### src/rtl/boot_sequencer.sv
// Reboot controller: accepts a boot request or auto-boot timeout, waits for the SPI flash to go
// quiet, applies a delay, then drives a timed active-low user_programn pulse and status LEDs.
module boot_sequencer #(
  parameter int unsigned NUM_IMAGES      = 2,
  parameter int unsigned IMG_W           = 2,
  parameter int unsigned DEFAULT_IMAGE   = 0,
  parameter int unsigned AUTOBOOT_CYCLES = 0,
  parameter int unsigned QUIESCE_CYCLES  = 16,
  parameter int unsigned BOOT_DELAY      = 256,
  parameter int unsigned PULSE_CYCLES    = 64,
  parameter int unsigned CNT_W           = 32,
  parameter int unsigned HB_W            = 24,
  parameter int unsigned LED_W           = 8
) (
  input  logic             clk,
  input  logic             reset_n,
  input  logic             boot_req,
  input  logic [IMG_W-1:0] boot_image,
  input  logic             usb_activity,
  input  logic             flash_cs_n,
  output logic             user_programn,
  output logic [IMG_W-1:0] image_sel,
  output logic             booting,
  output logic [LED_W-1:0] led
);

  typedef enum logic [2:0] {StIdle, StQuiesce, StDelay, StPulse, StDone} state_e;

  localparam logic [IMG_W-1:0] DefImg      = IMG_W'(DEFAULT_IMAGE);
  localparam logic [CNT_W-1:0] AutoLast    = CNT_W'(AUTOBOOT_CYCLES - 1);
  localparam logic [CNT_W-1:0] QuiesceLast = CNT_W'(QUIESCE_CYCLES - 1);
  localparam logic [CNT_W-1:0] DelayLim    = CNT_W'(BOOT_DELAY);
  localparam logic [CNT_W-1:0] PulseLast   = CNT_W'(PULSE_CYCLES - 1);
  localparam int unsigned      ImgLedW     = LED_W - 2;

  state_e            state;
  logic [CNT_W-1:0]  cnt;
  logic [CNT_W-1:0]  to_cnt;
  logic [HB_W-1:0]   hb_cnt;
  logic              hb;
  logic              img_ok;

  function automatic logic [CNT_W-1:0] sat_inc(input logic [CNT_W-1:0] v);
    return (v == {CNT_W{1'b1}}) ? v : v + CNT_W'(1);
  endfunction

  assign img_ok = 32'(boot_image) < NUM_IMAGES;

  always_ff @(posedge clk or negedge reset_n) begin
    if (!reset_n) begin
      state         <= StIdle;
      cnt           <= '0;
      to_cnt        <= '0;
      hb_cnt        <= '0;
      hb            <= 1'b0;
      user_programn <= 1'b1;
      image_sel     <= DefImg;
      booting       <= 1'b0;
    end else begin
      case (state)
        StIdle: begin
          hb_cnt <= hb_cnt + HB_W'(1);
          if (&hb_cnt) hb <= ~hb;
          // Request beats timeout; activity beats timeout.
          if (boot_req) begin
            image_sel <= img_ok ? boot_image : DefImg;
            booting   <= 1'b1;
            cnt       <= '0;
            state     <= StQuiesce;
          end else if (usb_activity) begin
            to_cnt <= '0;
          end else if (AUTOBOOT_CYCLES != 0) begin
            if (to_cnt == AutoLast) begin
              image_sel <= DefImg;
              booting   <= 1'b1;
              cnt       <= '0;
              state     <= StQuiesce;
            end else begin
              to_cnt <= sat_inc(to_cnt);
            end
          end
        end
        StQuiesce: begin
          if (!flash_cs_n) begin
            cnt <= '0;
          end else if (cnt == QuiesceLast) begin
            cnt   <= '0;
            state <= StDelay;
          end else begin
            cnt <= sat_inc(cnt);
          end
        end
        StDelay: begin
          if (!flash_cs_n) begin
            cnt   <= '0;
            state <= StQuiesce;
          end else if (cnt == DelayLim) begin
            cnt           <= '0;
            user_programn <= 1'b0;
            state         <= StPulse;
          end else begin
            cnt <= sat_inc(cnt);
          end
        end
        StPulse: begin
          if (cnt == PulseLast) begin
            user_programn <= 1'b1;
            state         <= StDone;
          end else begin
            cnt <= sat_inc(cnt);
          end
        end
        StDone: ;
        default: state <= StIdle;
      endcase
    end
  end

  // LEDs decode registered state only, so they change with the other outputs.
  assign led[0] = (state == StIdle) ? hb : 1'b1;
  assign led[1] = booting;

  if (LED_W > 2) begin : g_img_led
    assign led[LED_W-1:2] = (state == StIdle) ? '0 : ImgLedW'(image_sel);
  end

endmodule
### config.mk
export PLATFORM = sky130hd
export DESIGN_NAME = boot_sequencer
export DESIGN_NICKNAME = d
export VERILOG_FILES = /design/src/rtl/boot_sequencer.sv
export SDC_FILE = /design/constraint.sdc
export NUM_CORES = 1
export LEC_CHECK = 0
export ABC_CLOCK_PERIOD_IN_PS = 2600
export CORE_MARGIN = 5
export CORE_UTILIZATION = 50
export CTS_BUF_LIST = sky130_fd_sc_hd__clkbuf_2 sky130_fd_sc_hd__clkbuf_4 sky130_fd_sc_hd__clkbuf_8
export DETAILED_ROUTE_END_ITERATION = 16
export GPL_TIMING_DRIVEN = 0
export PLACE_DENSITY = 0.72
export SYNTH_ARGS = -nofsm -noshare
export SYNTH_HDL_FRONTEND = slang
export SYNTH_SLANG_ARGS = --single-unit
### constraint.sdc
create_clock -name clk -period 2.6 [get_ports clk]
set_clock_uncertainty 0.15 [all_clocks]
set_input_delay 0.26 -clock clk [delete_from_list [all_inputs] [get_ports clk]]
set_output_delay 0.26 -clock clk [all_outputs]
set_load 0.1 [all_outputs]
==> results of run 1 <==
-- critical path, cell delays in order, from the launching register on --
cell,delay (ns)
dfrtp_2,0.46
nor4_4,0.35
nand4_4,0.20
or4_4,0.60
buf_6,0.17
buf_6,0.15
a31o_1,0.17
a22o_1,0.17
-- final timing paths --
check	from	to	slack [ns]	cells past startpoint
setup reg to reg	cnt[26]	cnt[3]	0.05	7
min in group asynchronous	reset_n	hb_cnt[7]	0.39	2
max in group asynchronous	reset_n	cnt[26]	1.33	2
hold / removal	hb_cnt[10]	hb_cnt[10]	0.32	1
setup / recovery	cnt[26]	cnt[3]	0.05	7
hold reg to reg	hb_cnt[10]	hb_cnt[10]	0.32	1
-- cells in the mapped netlist, types with 3 or more instances --
master,n
dfrtp_1,62
buf_4,8
or2_2,3
a21oi_2,7
a21oi_1,6
inv_1,8
or4_1,4
clkbuf_1,9
buf_2,3
a31oi_1,9
ha_1,3
nand3_1,25
o21ai_0,9
and4_1,5
or3_1,8
nor2_1,27
nand2b_1,5
xnor2_1,20
nand2_1,36
nor3_1,5
and3_1,15
xor2_1,7
nor4_1,4
o31ai_1,6
o21ai_1,3
nand4_1,27
buf_6,5
o311ai_1,3
nor4_2,4
nand3b_1,4
and2_1,6
-- metrics by stage --
stage	hold slack, ns	setup TNS (ns)
floorplan	-0.186	0
global placement	0.303	-64.73
detailed placement	0.247	-7.94
CTS	0.323	0
global route	0.343	-0.00634
finish	0.315	0
-- what timing repair did --
item,CTS,global route
pin swaps,2,5
endpoints found under the hold margin,62,0
gates cloned,0,0
hold buffers,1,0
endpoints found under the setup margin,34,33
setup buffers,2,1
gates resized for setup,16,25
-- flip-flops by register name, indices dropped and copies added (netlist names) --
| register | count |
|---|---|
| hb_cnt | 24 |
| state | 3 |
| cnt | 32 |
| booting | 1 |
| user_programn | 1 |
| image_sel | 1 |
| hb | 1 |
-- layout make-up --
cell class	count	area, um^2
multi-input combinational	298	2110
timing repair buffer	15	140
fill	608	2880
clock inverter	6	85.1
sequential	63	1590
tap	99	124
inverter	8	30.0
buffer	23	166
clock buffer	10	131
-- routing by layer --
metal  vias up  part of all wire  global-route usage
met3        14             0.056              0.0493
met4         0             0.013              0.0746
li1       1489                 -                   -
met2        90              0.50               0.336
met5         -                 0                   0
met1      1508              0.43               0.265
-- logic make-up (layout without fill, tap and decap cells) --
| logic type | Yosys count | count (layout) | share of synthesized area |
|---|---|---|---|
| compound gates | 61 | 61 | 0.116 |
| xor+xnor | 28 | 28 | 0.0682 |
| fa+ha+maj | 3 | 3 | 0.0101 |
| buf+inv | 34 | 62 | 0.0537 |
| flops | 63 | 63 | 0.426 |
| mux | 2 | 2 | 0.00574 |
| other cells | 1 | 6 | 0.00101 |
| simple gates | 198 | 198 | 0.319 |
-- power by group through the flow --
stage	Clock, mW	Sequential (mW)	Combinational (mW)
final	0.945	0.992	0.126
after global routing	1.01	0.992	0.137
after CTS	0.965	0.990	0.124
after detailed placement	0	1.01	0.118
after global placement	0	1.01	0.117
after floorplan	0	1.01	0.0760
==> flow_summary.ini, run 1 <==
[final_layout]
utilization = 0.603
diodes = 0
drive_gt1_frac = 0.206
layout_common_cells = 56 x dfrtp_1, 35 x nand2_1, 27 x nand4_1
fin_area_mm2 = 0.00438
layout.cells.most_common = dfrtp_1
area_growth_pct = 18.1
nNetsFinal = 428
final_cells = 522

[clock_tree]
cts_buffer_depth = 2
root_buffer = clkbuf_8
cts_tree = done
cts_max_level = 3
cts_made_buffers = 9
cts.clk_slew.worst_paths_ns = 0.07
clk_latency_ns = 0.34
cts.sinks = 63

[floorplan]
io_pins = 19
core.rowCount = 31
die_h_um = 96.1
dieWidth_um = 96.1
core_area_mm2 = 0.00725
initial_utilization = 0.511
dieArea_mm2 = 0.00924

[routing]
drc = 0
drt_iter0_drc = 175
num_vias = 3101
routed_wl_um = 8670
drt_first_pass_iters = 5
vias_per_cell = 5.94
antenna_left = 0
routed_wire_length_per_instance_um = 16.6

[timing]
rsz0062_at_grt = true
slew_viol_final = 0
maxSlewHeadroom = 0.348
hold_viol = 0
min_period_ns = 2.55
fmax_mhz = 392
setup_viol = 0
worst_slew_pin_slew_ns = 0.974
setup_ws_ns = 0.0504
min_period_over_period = 0.981

[hold_path]
min_path_type = reg -> reg

[synthesis]
netlist_area_mm2 = 0.00371
synthArstFlopShare = 1.00
yosysWarnings = 0
ys_ff_latch = 63
synth_edf_count = 0
yosysTopAreaCellShare = 0.418
syn_avg_cell_area_um2 = 9.51
synth_ff_type = dfrtp_1
synth_area_leaders = dfrtp_1 42%, xnor2_1 4.7%, nand4_1 4.6%
synth_area_leader_cell = dfrtp_1
yosysUniqueCellTypes = 68
synth_cells = 390
yosysSeqAreaShare = 0.426

[setup_path]
path_class = reg -> reg
cp-end-kind = flop
critPathRequiredTime_ns = 2.68
crit_path_start_kind = flop
cp_max_fo = 10
arrival_ns = 2.63

[power_and_ir_drop]
vdd_drop_max_uv = 469
totalPowerFinal_mw = 2.06
pwr-share-comb = 0.061
p_seq_frac = 0.481
p_leak_nw = 1.85
swShare = 0.241
intPower_mw = 1.56
p_per_area_mw_per_mm2 = 471
p_switching_mw = 0.498
p_clk_frac = 0.458

[flow_run]
cap_viol_max_count = 0

[placed_design]
dp_cells = 505
placed_area_mm2 = 0.00396
gp_congestion = 0.924
dp_worst_setup_slack_ns = -0.480
io_buffer_count = 11
place_hpwl_um = 5880

[global_routing]
first_global_vias = 3094
antenna_found_initial = 0
grt_max_degree = 64
grt_pass1_wl_um = 14800
grt_usage = 0.206
grt_overflow = 0

[run_status]
status = completed
Power figures use the tool's default switching activity.
==> run 2: changes to the inputs <==
- CAP_MARGIN: not set -> 10
- GPL_TIMING_DRIVEN: 0 -> 1
==> flow_summary.ini, run 2 (synthesis gave the netlist of run 1 again) <==
[setup_path]
crit_start = cnt[12]
arrival_ns = 2.57
cp-end-kind = flop
r2r_start = cnt[12]
worstRegToRegCells = 7
critPathCapture = cnt[28]
r2r_end = cnt[28]
crit_path_start_kind = flop
cp_max_fo = 26
critPathRequiredTime_ns = 2.68
reg2reg_slack_ns = 0.12
path_class = reg -> reg

[floorplan]
dieWidth_um = 96.1
initial_utilization = 0.511
die_h_um = 96.1
core.rowCount = 31
dieArea_mm2 = 0.00924
io_pins = 19
core_area_mm2 = 0.00725

[clock_tree]
cts.clk_slew.worst_paths_ns = 0.07
cts_tree = done
cts_buffer_depth = 2
cts_made_buffers = 9
clk_latency_ns = 0.34
root_buffer = clkbuf_8
cts_max_level = 3
cts.sinks = 63

[global_routing]
first_global_vias = 3041
grt_usage = 0.196
grt_max_degree = 36
antenna_found_initial = 0
grt_pass1_wl_um = 14100
grt_overflow = 0

[routing]
routed_wire_length_per_instance_um = 15.5
vias_per_cell = 5.87
routed_wl_um = 8290
drc = 0
antenna_left = 0
drt_first_pass_iters = 4
drt_iter0_drc = 189
num_vias = 3146

[timing]
hold_viol = 0
min_period_ns = 2.48
worst_slew_pin_slew_ns = 0.688
setup_viol = 0
setup_ws_ns = 0.116
fmax_mhz = 403
min_period_over_period = 0.955
slew_viol_final = 0
maxSlewHeadroom = 0.541
hold-worst-slack_ns = 0.325

[final_layout]
layout_common_cells = 62 x dfrtp_1, 42 x buf_4, 36 x nand2_1
largest_reg_flops = 32
drive_gt1_frac = 0.224
diodes = 0
reg.largest.list = cnt: 32 flops, hb_cnt: 24 flops, state: 3 flops
top_register = cnt
nNetsFinal = 442
area_growth_pct = 19.1
layout.cells.most_common = dfrtp_1

[placed_design]
io_buffer_count = 11
gp_congestion = 0.871
dp_worst_setup_slack_ns = -0.00675
place_hpwl_um = 5730

[run_status]
status = completed

[power_and_ir_drop]
vdd_drop_max_uv = 353
p_per_area_mw_per_mm2 = 472
p_leak_nw = 1.93

[flow_run]
cap_viol_max_count = 0

[hold_path]
min_path_type = in -> async
## run 2: cell count changes in the layout (fill, tap and decap cells not counted), sizes merged
cell	delta
clkdlybuf4s15	-1
clkdlybuf4s50	-4
or4	+1
clkinv	-1
dlygate4sd2	-1
inv	+1
buf	+25
clkbuf	-6
## run 2: power by group
group,switching (mW),internal (mW)
Clock,0.407,0.570
Combinational,0.0876,0.0284
Sequential,0.00574,0.984
## run 2: worst min-delay path by stage
| stage | end | slack (ns) | depth (start not counted) |
|---|---|---|---|
| final | hb_cnt[6] | 0.33 | 2 |
| after CTS | image_sel[0] | 0.32 | 3 |
| after global routing | hb_cnt[10] | 0.34 | 1 |
| after floorplan | booting | -0.19 | 0 |
| after global placement | hb_cnt[6] | 0.18 | 1 |
| after detailed placement | hb_cnt[6] | 0.19 | 1 |
## run 2: critical path, cell delays in order (launching register included)
cell,delay (ns)
dfrtp_1,0.43
nor4_2,0.33
nand2_1,0.23
o311ai_1,0.41
a31oi_2,0.17
buf_12,0.19
and2_1,0.18
a221o_1,0.28
## run 2: metrics by stage
| step | instances | instance area (um^2) | total power [mW] | TNS, ns | util |
|---|---|---|---|---|---|
| after floorplan | 395 | 3730 | 1.09 | 0 | - |
| after global placement | 514 | 4070 | 1.12 | 0 | 0.560 |
| after detailed placement | 514 | 4070 | 1.12 | -0.00675 | 0.560 |
| after CTS | 532 | 4310 | 2.11 | 0 | 0.595 |
| after global routing | 536 | 4420 | 2.17 | -0.0347 | 0.609 |
| final | 536 | 4420 | 2.08 | 0 | 0.609 |
## run 2: area by class of cell
| cell class | instances | area (um^2) |
|---|---|---|
| fillers | 607 | 2840 |
| multi-input cells | 299 | 2020 |
| flip-flops and latches | 63 | 1580 |
| repair buffers | 51 | 430 |
| clock buffers | 10 | 138 |
| well taps | 99 | 124 |
| clock inverters | 6 | 92.6 |
| inverters | 8 | 30.0 |
## run 2: metal layers
| layer | vias to the layer above | share of wire | GRT usage | wire, um |
|---|---|---|---|---|
| met5 | - | 0 | 0 | 0 |
| met4 | 0 | 0.0099 | 0.0533 | 82 |
| met3 | 11 | 0.051 | 0.0500 | 425 |
| met2 | 84 | 0.50 | 0.328 | 4140 |
| met1 | 1532 | 0.44 | 0.250 | 3650 |
| li1 | 1519 | - | - | - |
## run 2: timing repair
item	in CTS	in global routing
setup buffers	1	3
gates cloned	0	1
hold buffers	1	0
hold endpoints to repair	27	0
setup endpoints to repair	4	25
gates resized for setup	0	10
pin swaps	1	3
